**config.mk**
```make
export PLATFORM = sky130hd
export DESIGN_NAME = fx_match_sched_flat
export DESIGN_NICKNAME = d
export VERILOG_FILES = /design/src/rtl/fx_match_if.sv /design/src/rtl/fx_match_sched.sv /design/src/flat_wrapper.sv
export SDC_FILE = /design/constraint.sdc
export NUM_CORES = 1
export LEC_CHECK = 0
export ABC_AREA = 1
export CAP_MARGIN = 20
export CORE_MARGIN = 3
export CORE_UTILIZATION = 37
export DETAILED_ROUTE_END_ITERATION = 10
export GPL_ROUTABILITY_DRIVEN = 0
export PLACE_DENSITY_LB_ADDON = 0.25
export SLEW_MARGIN = 5
export SYNTH_ARGS = -nofsm -noshare
export SYNTH_HDL_FRONTEND = slang
export SYNTH_SLANG_ARGS = --single-unit
export TNS_END_PERCENT = 100
```
**constraint.sdc**
```tcl
create_clock -name clk -period 3.9 [get_ports clk]
set_input_delay 0.975 -clock clk [delete_from_list [all_inputs] [get_ports clk]]
set_output_delay 0.975 -clock clk [all_outputs]
set_load 0.02 [all_outputs]
```
**src/rtl/fx_match_if.sv**
```systemverilog
// Requester/resource bundle for the shared FxMatch scheduler.
// Slave is the scheduler; master is the requester/resource side.
interface fx_match_if #(
  parameter int NREQ = 4,
  parameter int IW   = 12,
  parameter int OW   = 13,
  parameter int LAT  = 1
);
  localparam int CW = $clog2(LAT + 2);

  logic                 issue_en;
  logic [NREQ-1:0]      req_valid;
  logic [NREQ*IW-1:0]   req_data;
  logic [NREQ-1:0]      req_ready;
  logic [IW-1:0]        fx_i_data;
  logic [OW-1:0]        fx_o_data;
  logic [NREQ-1:0]      res_valid;
  logic [OW-1:0]        res_data;
  logic [CW-1:0]        inflight;
  logic                 idle;

  modport slave (
    input  issue_en, req_valid, req_data, fx_o_data,
    output req_ready, fx_i_data, res_valid, res_data,
    output inflight, idle
  );

  modport master (
    output issue_en, req_valid, req_data, fx_o_data,
    input  req_ready, fx_i_data, res_valid, res_data,
    input  inflight, idle
  );
endinterface

```
**src/rtl/fx_match_sched.sv**
```systemverilog
// Round-robin sharing of one pipelined FxMatch resource among NREQ
// requesters, with a tag pipeline routing each result back home.
module fx_match_sched #(
  parameter int NREQ = 4,
  parameter int IW   = 12,
  parameter int OW   = 13,
  parameter int LAT  = 1
) (
  input  logic      clk,
  input  logic      rst_n,
  fx_match_if.slave bus
);
  localparam int PW = $clog2(NREQ);
  localparam int CW = $clog2(LAT + 2);
  localparam int NS = LAT + 1;
  localparam int SW = PW + 1;

  logic [PW-1:0]     ptr_q, ptr_d;
  logic [IW-1:0]     fxi_q, fxi_d;
  logic [NS-1:0]     tv_q, tv_d;
  logic [PW-1:0]     tid_q [NS];
  logic [PW-1:0]     tid_d [NS];
  logic [NREQ-1:0]   rv_q, rv_d;
  logic [OW-1:0]     rd_q, rd_d;
  logic [CW-1:0]     inf_q, inf_d;

  logic [2*NREQ-1:0] dbl;
  logic [PW-1:0]     off;
  logic [SW-1:0]     sum;
  logic [PW-1:0]     gid;
  logic              found;
  logic [NREQ-1:0]   grant;
  logic              hs;
  logic              ret;

  // Rotate the request vector so index 0 is the pointer position.
  always_comb begin
    dbl   = {bus.req_valid, bus.req_valid} >> ptr_q;
    off   = '0;
    found = 1'b0;
    for (int i = 0; i < NREQ; i++) begin
      if (!found && dbl[i]) begin
        found = 1'b1;
        off   = PW'(i);
      end
    end
    sum = {1'b0, ptr_q} + {1'b0, off};
    if (sum >= SW'(NREQ))
      gid = PW'(sum - SW'(NREQ));
    else
      gid = PW'(sum);
    grant = '0;
    if (bus.issue_en && found)
      grant = NREQ'(1) << gid;
  end

  assign hs  = |grant;
  assign ret = tv_q[NS-1];

  always_comb begin
    ptr_d = ptr_q;
    fxi_d = fxi_q;
    if (hs) begin
      fxi_d = bus.req_data[gid*IW +: IW];
      if (gid == PW'(NREQ - 1))
        ptr_d = '0;
      else
        ptr_d = gid + 1'b1;
    end

    tv_d[0]  = hs;
    tid_d[0] = gid;
    for (int s = 1; s < NS; s++) begin
      tv_d[s]  = tv_q[s-1];
      tid_d[s] = tid_q[s-1];
    end

    rv_d = '0;
    rd_d = rd_q;
    if (ret) begin
      rv_d = NREQ'(1) << tid_q[NS-1];
      rd_d = bus.fx_o_data;
    end

    inf_d = inf_q;
    if (hs && !ret)
      inf_d = inf_q + 1'b1;
    else if (!hs && ret)
      inf_d = inf_q - 1'b1;
  end

  always_ff @(posedge clk or negedge rst_n) begin
    if (!rst_n) begin
      ptr_q <= '0;
      fxi_q <= '0;
      tv_q  <= '0;
      for (int s = 0; s < NS; s++)
        tid_q[s] <= '0;
      rv_q  <= '0;
      rd_q  <= '0;
      inf_q <= '0;
    end else begin
      ptr_q <= ptr_d;
      fxi_q <= fxi_d;
      tv_q  <= tv_d;
      for (int s = 0; s < NS; s++)
        tid_q[s] <= tid_d[s];
      rv_q  <= rv_d;
      rd_q  <= rd_d;
      inf_q <= inf_d;
    end
  end

  assign bus.req_ready = grant;
  assign bus.fx_i_data = fxi_q;
  assign bus.res_valid = rv_q;
  assign bus.res_data  = rd_q;
  assign bus.inflight  = inf_q;
  assign bus.idle      = (inf_q == '0) && !hs;

  a_res_onehot: assert property (
    @(posedge clk) disable iff (!rst_n) $onehot0(rv_q)
  );
endmodule

```
**src/flat_wrapper.sv**
```systemverilog
// flat-port wrapper written by rule: the top's interface ports become plain ports
module fx_match_sched_flat 
#(
  parameter int NREQ = 4,
  parameter int IW   = 12,
  parameter int OW   = 13,
  parameter int LAT  = 1
)
  (clk, rst_n, bus_issue_en, bus_req_valid, bus_req_data, bus_fx_o_data, bus_req_ready, bus_fx_i_data, bus_res_valid, bus_res_data, bus_inflight, bus_idle);
  fx_match_if #(.NREQ(NREQ), .IW(IW), .OW(OW), .LAT(LAT)) bus_i ();
  input  logic clk;
  input  logic rst_n;
  input wire logic [$bits(bus_i.issue_en)-1:0] bus_issue_en;
  input wire logic [$bits(bus_i.req_valid)-1:0] bus_req_valid;
  input wire logic [$bits(bus_i.req_data)-1:0] bus_req_data;
  input wire logic [$bits(bus_i.fx_o_data)-1:0] bus_fx_o_data;
  output wire logic [$bits(bus_i.req_ready)-1:0] bus_req_ready;
  output wire logic [$bits(bus_i.fx_i_data)-1:0] bus_fx_i_data;
  output wire logic [$bits(bus_i.res_valid)-1:0] bus_res_valid;
  output wire logic [$bits(bus_i.res_data)-1:0] bus_res_data;
  output wire logic [$bits(bus_i.inflight)-1:0] bus_inflight;
  output wire logic [$bits(bus_i.idle)-1:0] bus_idle;
  assign bus_i.issue_en = bus_issue_en;
  assign bus_i.req_valid = bus_req_valid;
  assign bus_i.req_data = bus_req_data;
  assign bus_i.fx_o_data = bus_fx_o_data;
  assign bus_req_ready = bus_i.req_ready;
  assign bus_fx_i_data = bus_i.fx_i_data;
  assign bus_res_valid = bus_i.res_valid;
  assign bus_res_data = bus_i.res_data;
  assign bus_inflight = bus_i.inflight;
  assign bus_idle = bus_i.idle;
  fx_match_sched #(.NREQ(NREQ), .IW(IW), .OW(OW), .LAT(LAT)) u_core (.clk(clk), .rst_n(rst_n), .bus(bus_i));
endmodule
```
* After elaboration in Yosys (flattened, before gate mapping) *
Cells that the tools add are included.

storage, ports and cells
  register bits after elaboration = 39
  input port bits = 68
  output and inout bits = 36
  logic and storage cells = 48

operators by class
  add/subtract/negate cells = 5
  multipliers = 1
  $lt $le $gt $ge = 1
  equal/unequal tests = 1
  shift operators = 4
  multiplexer cells = 13
  reductions and logical operators = 15

operators with widths
  operator                                          count
  indexed part select 48 x 7 -> 12 bit              1
  two-way mux 2 bit                                 6
  two-way mux 4 bit                                 2
  left shift 1 x 2 -> 4 bit, first input constant   2
  right shift 8 x 2 -> 4 bit                        1
  logical AND 1 bit                                 7
  logical NOT 1 bit                                 5
  two-way mux 1 bit                                 5
  adder 2 x 1 -> 2 bit, second input constant       2
  multiplier 2 x 2 -> 4 bit, second input constant  1
  OR reduction 4 bit                                1
  subtractor 2 x 1 -> 2 bit, second input constant  2
  adder 2 x 2 -> 3 bit                              1
  >= comparator 3 bit, second input constant        1
  == test 2 bit, second input constant              1
  logical NOT 2 bit                                 1
  nonzero test 2 bit                                1

* Depth between registers and ports, before layout *
Gate-level depths: netlist of run 1.

  depth in word-level cells = 21
  gate-level depth with buffers = 19
  depth with buffers taken out = 18

* Least setup slack after synthesis of run 1 *
OpenSTA, ideal clock, no wires.

  kind = input to output
  start point = in bus_req_valid[1]
  end point = out bus_idle
  arrival time = 3.026 ns
  data required time = 2.925 ns
  setup slack = -0.101 ns
  cell stages on the path = 15
  path buffers = 1
  cells stage by stage = nand2_1 nand3_1 nand2_1 nand3_1 a21boi_0 ha_1 xor2_1 inv_1 nand3_2 nand2_1 ha_1 o21ai_4 nand2_4 buf_12 nor2_2

on the way
  longest elaborated chain between the ends = 19
  elaborated cells between the ends (all ways) = 24
  classes of those cells = add/sub: 2; order compare: 1; shift: 2; mux: 9; reduce/logical: 10

RTL lines
  element                                                                  line                                        text
  start, declared                                                          flat_wrapper.sv:14                          input wire logic [$bits(bus_i.req_valid)-1:0] bus_req_valid;
  right shift 8 x 2 -> 4 bit (*)                                           fx_match_sched.sv:38                        dbl = {bus.req_valid, bus.req_valid} >> ptr_q;
  two-way mux 1 bit                                                        fx_match_sched.sv:42                        if (!found && dbl[i]) begin
  logical NOT 1 bit                                                        fx_match_sched.sv:42
  logical AND 1 bit                                                        fx_match_sched.sv:42
  two-way mux 1 bit                                                        fx_match_sched.sv:42
  logical NOT 1 bit                                                        fx_match_sched.sv:42
  logical AND 1 bit                                                        fx_match_sched.sv:42
  two-way mux 1 bit                                                        fx_match_sched.sv:42
  (+4 left out)                                                            --
  >= comparator 3 bit / subtractor 2 x 1 -> 2 bit (equally long branches)  fx_match_sched.sv:48, fx_match_sched.sv:49
  two-way mux 2 bit                                                        fx_match_sched.sv:48                        if (sum >= SW'(NREQ))
  left shift 1 x 2 -> 4 bit                                                fx_match_sched.sv:54                        grant = NREQ'(1) << gid;
  two-way mux 4 bit (*)                                                    fx_match_sched.sv:53                        if (bus.issue_en && found)
  OR reduction 4 bit (*)                                                   fx_match_sched.sv:57                        assign hs = |grant;
  net u_core.hs                                                            fx_match_sched.sv:33                        logic hs;
  logical NOT 1 bit (*)                                                    fx_match_sched.sv:119                       assign bus.idle = (inf_q == '0) && !hs;
  logical AND 1 bit (*)                                                    fx_match_sched.sv:119
  end, declared                                                            flat_wrapper.sv:22                          output wire logic [$bits(bus_i.idle)-1:0] bus_idle;

Mark *: on every way through the listed nets, which the timed path passes. The rest lies on a longest branch.

* Final worst setup path of run 1 *
  start point = in bus_req_valid[2]
  end point = out bus_idle

on the way
  longest elaborated chain between the ends = 19
  elaborated cells between the ends (all ways) = 24
  classes of those cells = add/sub: 2; order compare: 1; shift: 2; mux: 9; reduce/logical: 10

RTL lines
  element                                                                  line                                        text
  right shift 8 x 2 -> 4 bit (*)                                           fx_match_sched.sv:38
  two-way mux 1 bit                                                        fx_match_sched.sv:42
  logical NOT 1 bit                                                        fx_match_sched.sv:42
  logical AND 1 bit                                                        fx_match_sched.sv:42
  two-way mux 1 bit                                                        fx_match_sched.sv:42
  logical NOT 1 bit                                                        fx_match_sched.sv:42
  logical AND 1 bit                                                        fx_match_sched.sv:42
  two-way mux 1 bit                                                        fx_match_sched.sv:42
  (+3 left out)                                                            --
  adder 2 x 2 -> 3 bit                                                     fx_match_sched.sv:47                        sum = {1'b0, ptr_q} + {1'b0, off};
  >= comparator 3 bit / subtractor 2 x 1 -> 2 bit (equally long branches)  fx_match_sched.sv:48, fx_match_sched.sv:49
  two-way mux 2 bit                                                        fx_match_sched.sv:48
  left shift 1 x 2 -> 4 bit                                                fx_match_sched.sv:54
  two-way mux 4 bit (*)                                                    fx_match_sched.sv:53
  OR reduction 4 bit (*)                                                   fx_match_sched.sv:57
  logical NOT 1 bit (*)                                                    fx_match_sched.sv:119
  logical AND 1 bit (*)                                                    fx_match_sched.sv:119

Every way passes the cells marked *; elsewhere a longest branch is shown, timed or not.

==> impl_results.md, run 1 <==
- Status: completed
- Syn nets: 380
- Worst Hold Class: reg -> reg
- CP arrival: about 2.8 ns
- Worst R2R Setup Slack: approximately 0.6 ns
- Critical path class: in -> out
- Wire per inst: 11.5 µm
- Slew HR: 0.432
- Pwr Total: 3.99 mW
- Hold WS: 0.356 ns
- Syn avg cell area: just over 7 µm²
- M1 wire length: 2.45 mm
- Simple-gate portion of the synthesized area: 0.447
- Layout area overhead: 62.6%
- DR WL met3: between 500 and 600 µm
- Worst Path Required: roughly 2.9 ns
- Total grt overflow: 0
- Clk pin slew, worst setup/hold paths: approximately 0.07 ns
- Antenna diodes: 0
- Pre-CTS setup slack: -0.810 ns
- Iteration-0 DRC Markers: 47
- Die height: 83.3 µm
- Worst reg2reg endpoint: u_core.bus.inflight[1]
- Synth Area in Compound Gates: 0.0153
- Drt total wl: between 5 and 6 mm
- Ys flop type: dfrtp_1
- Clock tree buffer depth: 2
- Ratio of cells with drive above 1 in the final layout: 0.183
- # placed instances: 492
- Starting Density: 0.392
- Clk_lat worst skew: approximately 0.29 ns
- GRT Total Usage: 0.167
- Tmin final: approximately 3.8 ns
- EDFF count, synth: 0
- Reg2reg start: u_core.ptr_q[1]
- Final slew viol count: 0
- Clock Skew: ~0.0040 ns
- First-pass GRT wire length: around 9.5 mm
- Yosys reg bits: 39
- Post-synth ARST share: 1.00
- Top post-synthesis cells by area: dfrtp_1 (44%), nand2_1 (31%), nand3_1 (5.2%)
- CP Launch Type: input pin
- Largest family of logic cells by synthesized area: simple AND/OR/NAND/NOR gates
- Worst vdd ir: ~0.46 mV
- Dpl hpwl: 4.34 mm
- DR vias/cell: approximately 4.5
- # nets final: between 500 and 600
- Hold endpoint: u_core.tid_q[0]
- CTS tree: done
- Largest net degree at the start of global routing: 40
- Post-Syn Instances: about 310
- Lkg Pwr: 1.86 nW
- Multi-input gate area: ~1100 µm²
- Netlist cell types: 27
- Num CTS Buffers: 5
- Register area share after synthesis: 0.441
- Worst Setup Slack, final: 0.145 ns
- Max Freq: about 270 MHz
- Hold wc startpoint: u_core.tid_d[0]
- Area leader, netlist: dfrtp_1
- DRC: 0
- Number of iterations in the first detailed-routing pass: 4
- Chip width: 83.3 µm
- RSZ-0062 raised after global routing: no
- Max layer used: met4
- Boundary Pins: approximately 100
- Register area: between 900 and 1000 µm²
- Met2 WL: 2.77 mm
- Vias in the first global route: roughly 2,100
- Initial antenna violation count: 0
- PwrDens: 1110 nW/µm²
- Final period utilization: 0.963
- Post-synthesis cell area: between 2000 and 2500 µm²
- Max Fanout on Critical Path: 3
- Cts hold-fix bufs: 0
- Yosys warning total: 0
- Slew @ Worst Pin: between 0.8 and 0.9 ns
- Sink Count: 39
- Post-route ant nets: 0
- Reg2reg path depth: 20
- Final setup fails: 0
- Max_cap viols: 0
- Core area: between 5000 and 6000 µm²
- Via count: roughly 2,300
- Most numerous cell in the Yosys netlist: nand2_1
- Final hold vios: 0
- Mux share of post-synthesis cell area: 0
- PortBufs: 103
- Non-Filler Instances: 504
- Post-synth top area share: 0.441
- XOR/XNOR Fraction of Synth Area: 0.0119
- Depth of the CTS H-tree: 2
- Fillers: 492
- Worst Hold Path Cells: 0
- Root Driver: clkbuf_8
- Top cells by count, synth: nand2_1 (181), dfrtp_1 (39), nand3_1 (23), inv_1 (11), nand2_2 (11)
- Adder-Cell Fraction of Synth Area: 0.0170
- # rows: 27
- Crit. End Element: output pin
- Die area: 6940 µm²
power by group:
part           internal [mW]  total, mW  leakage, nW  switching [mW]
combinational           1.22       2.84         1.31            1.63
clock                  0.256      0.392       0.0654           0.136
sequential             0.616      0.757        0.484           0.141
total                   2.09       3.99         1.86            1.90
worst max-delay path by stage:
stage / end / slack (ns) / startpoint / depth (start not counted)
final: bus_idle / 0.15 / bus_req_valid[2] / 17
after global routing: bus_idle / 0.02 / bus_req_valid[2] / 16
after CTS: bus_idle / 0.02 / bus_req_valid[1] / 16
after detailed placement: bus_idle / -0.81 / bus_req_valid[1] / 16
after global placement: bus_idle / -0.71 / bus_req_valid[1] / 16
after floorplan: bus_idle / 0.006 / bus_req_valid[1] / 15
flip-flops by register name (all words and copies together) (netlist names):
name	count
u_core.bus.res_data	13
u_core.bus.fx_i_data	12
u_core.bus.res_valid	4
u_core.bus.inflight	2
u_core.ptr_q	2
u_core.tid_d	2
u_core.tid_q	2
u_core.tv_q	2
cells by family (layout without fill, tap and decap cells):
group	count (synthesis)	after routing
and+or+nand+nor	231	231
xor gates and xnor gates	3	3
buffers and inverters	29	152
AOI/OAI and AO/OA	4	4
adders and majority gates	3	3
DFF	39	39
what timing repair did:
item	in CTS	in global routing
hold endpoints to repair	0	0
resized for setup	28	15
endpoints found under the setup margin	5	5
setup buffers	3	1
pin swaps	12	8
cloned	0	0
layout by cell type (no fill, tap or decap), types with 3 or more instances in the layout:
master / n
nand2_1: 175
clkdlybuf4s50_1: 93
dfrtp_1: 39
buf_4: 25
nand3_1: 18
nand2_2: 17
inv_1: 11
nand3_2: 6
clkbuf_8: 5
nor2_1: 4
nor3_1: 4
clkbuf_2: 4
inv_2: 3
nand2_4: 3
critical path, cell delays in order:
cell and delay (ns):
clkbuf_2 0.12, nand2_2 0.07, nand3_2 0.09, nand2_2 0.07
buf_4 0.13, buf_4 0.12, buf_4 0.12, buf_4 0.12
nand2_2 0.10, nand2_2 0.08, nand2_4 0.06, nand2_1 0.06
ha_2 0.21, o21ai_4 0.18, nand2_4 0.08, nor2_4 0.08
buf_6 0.12
layer usage:
layer	GRT usage	vias up
met3	0.0615	6
met1	0.193	967
li1	-	1190
met5	0	-
met4	0.0490	0
met2	0.288	92
metrics by stage:
step | utilization | instance area [µm²] | TNS, ns
2_1_floorplan | - | 2220 | 0
3_3_place_gp | 0.604 | 3410 | -2.76
3_5_place_dp | 0.604 | 3410 | -3.40
4_1_cts | 0.633 | 3570 | 0
5_1_grt | 0.637 | 3600 | 0
6_report | 0.637 | 3600 | 0
cell type report:
type,count,area share
inverter,16,0.0170
clock buffer,6,0.0202
clock inverter,2,0.0167
tap,72,0.0251
multi-input combinational,241,0.319
timing repair buffer,128,0.331
sequential,39,0.271
Note: power is estimated with default switching activity, not from simulation.
==> run 2: changes to the inputs <==
--- a/config.mk
+++ b/config.mk
@@ -12,7 +12,7 @@
 export DETAILED_ROUTE_END_ITERATION = 10
 export GPL_ROUTABILITY_DRIVEN = 0
 export PLACE_DENSITY_LB_ADDON = 0.25
-export SLEW_MARGIN = 5
+export SLEW_MARGIN = 25
 export SYNTH_ARGS = -nofsm -noshare
 export SYNTH_HDL_FRONTEND = slang
 export SYNTH_SLANG_ARGS = --single-unit
==> results of run 2 <==
Final layout, timing and power as in run 1 (identical DEF).
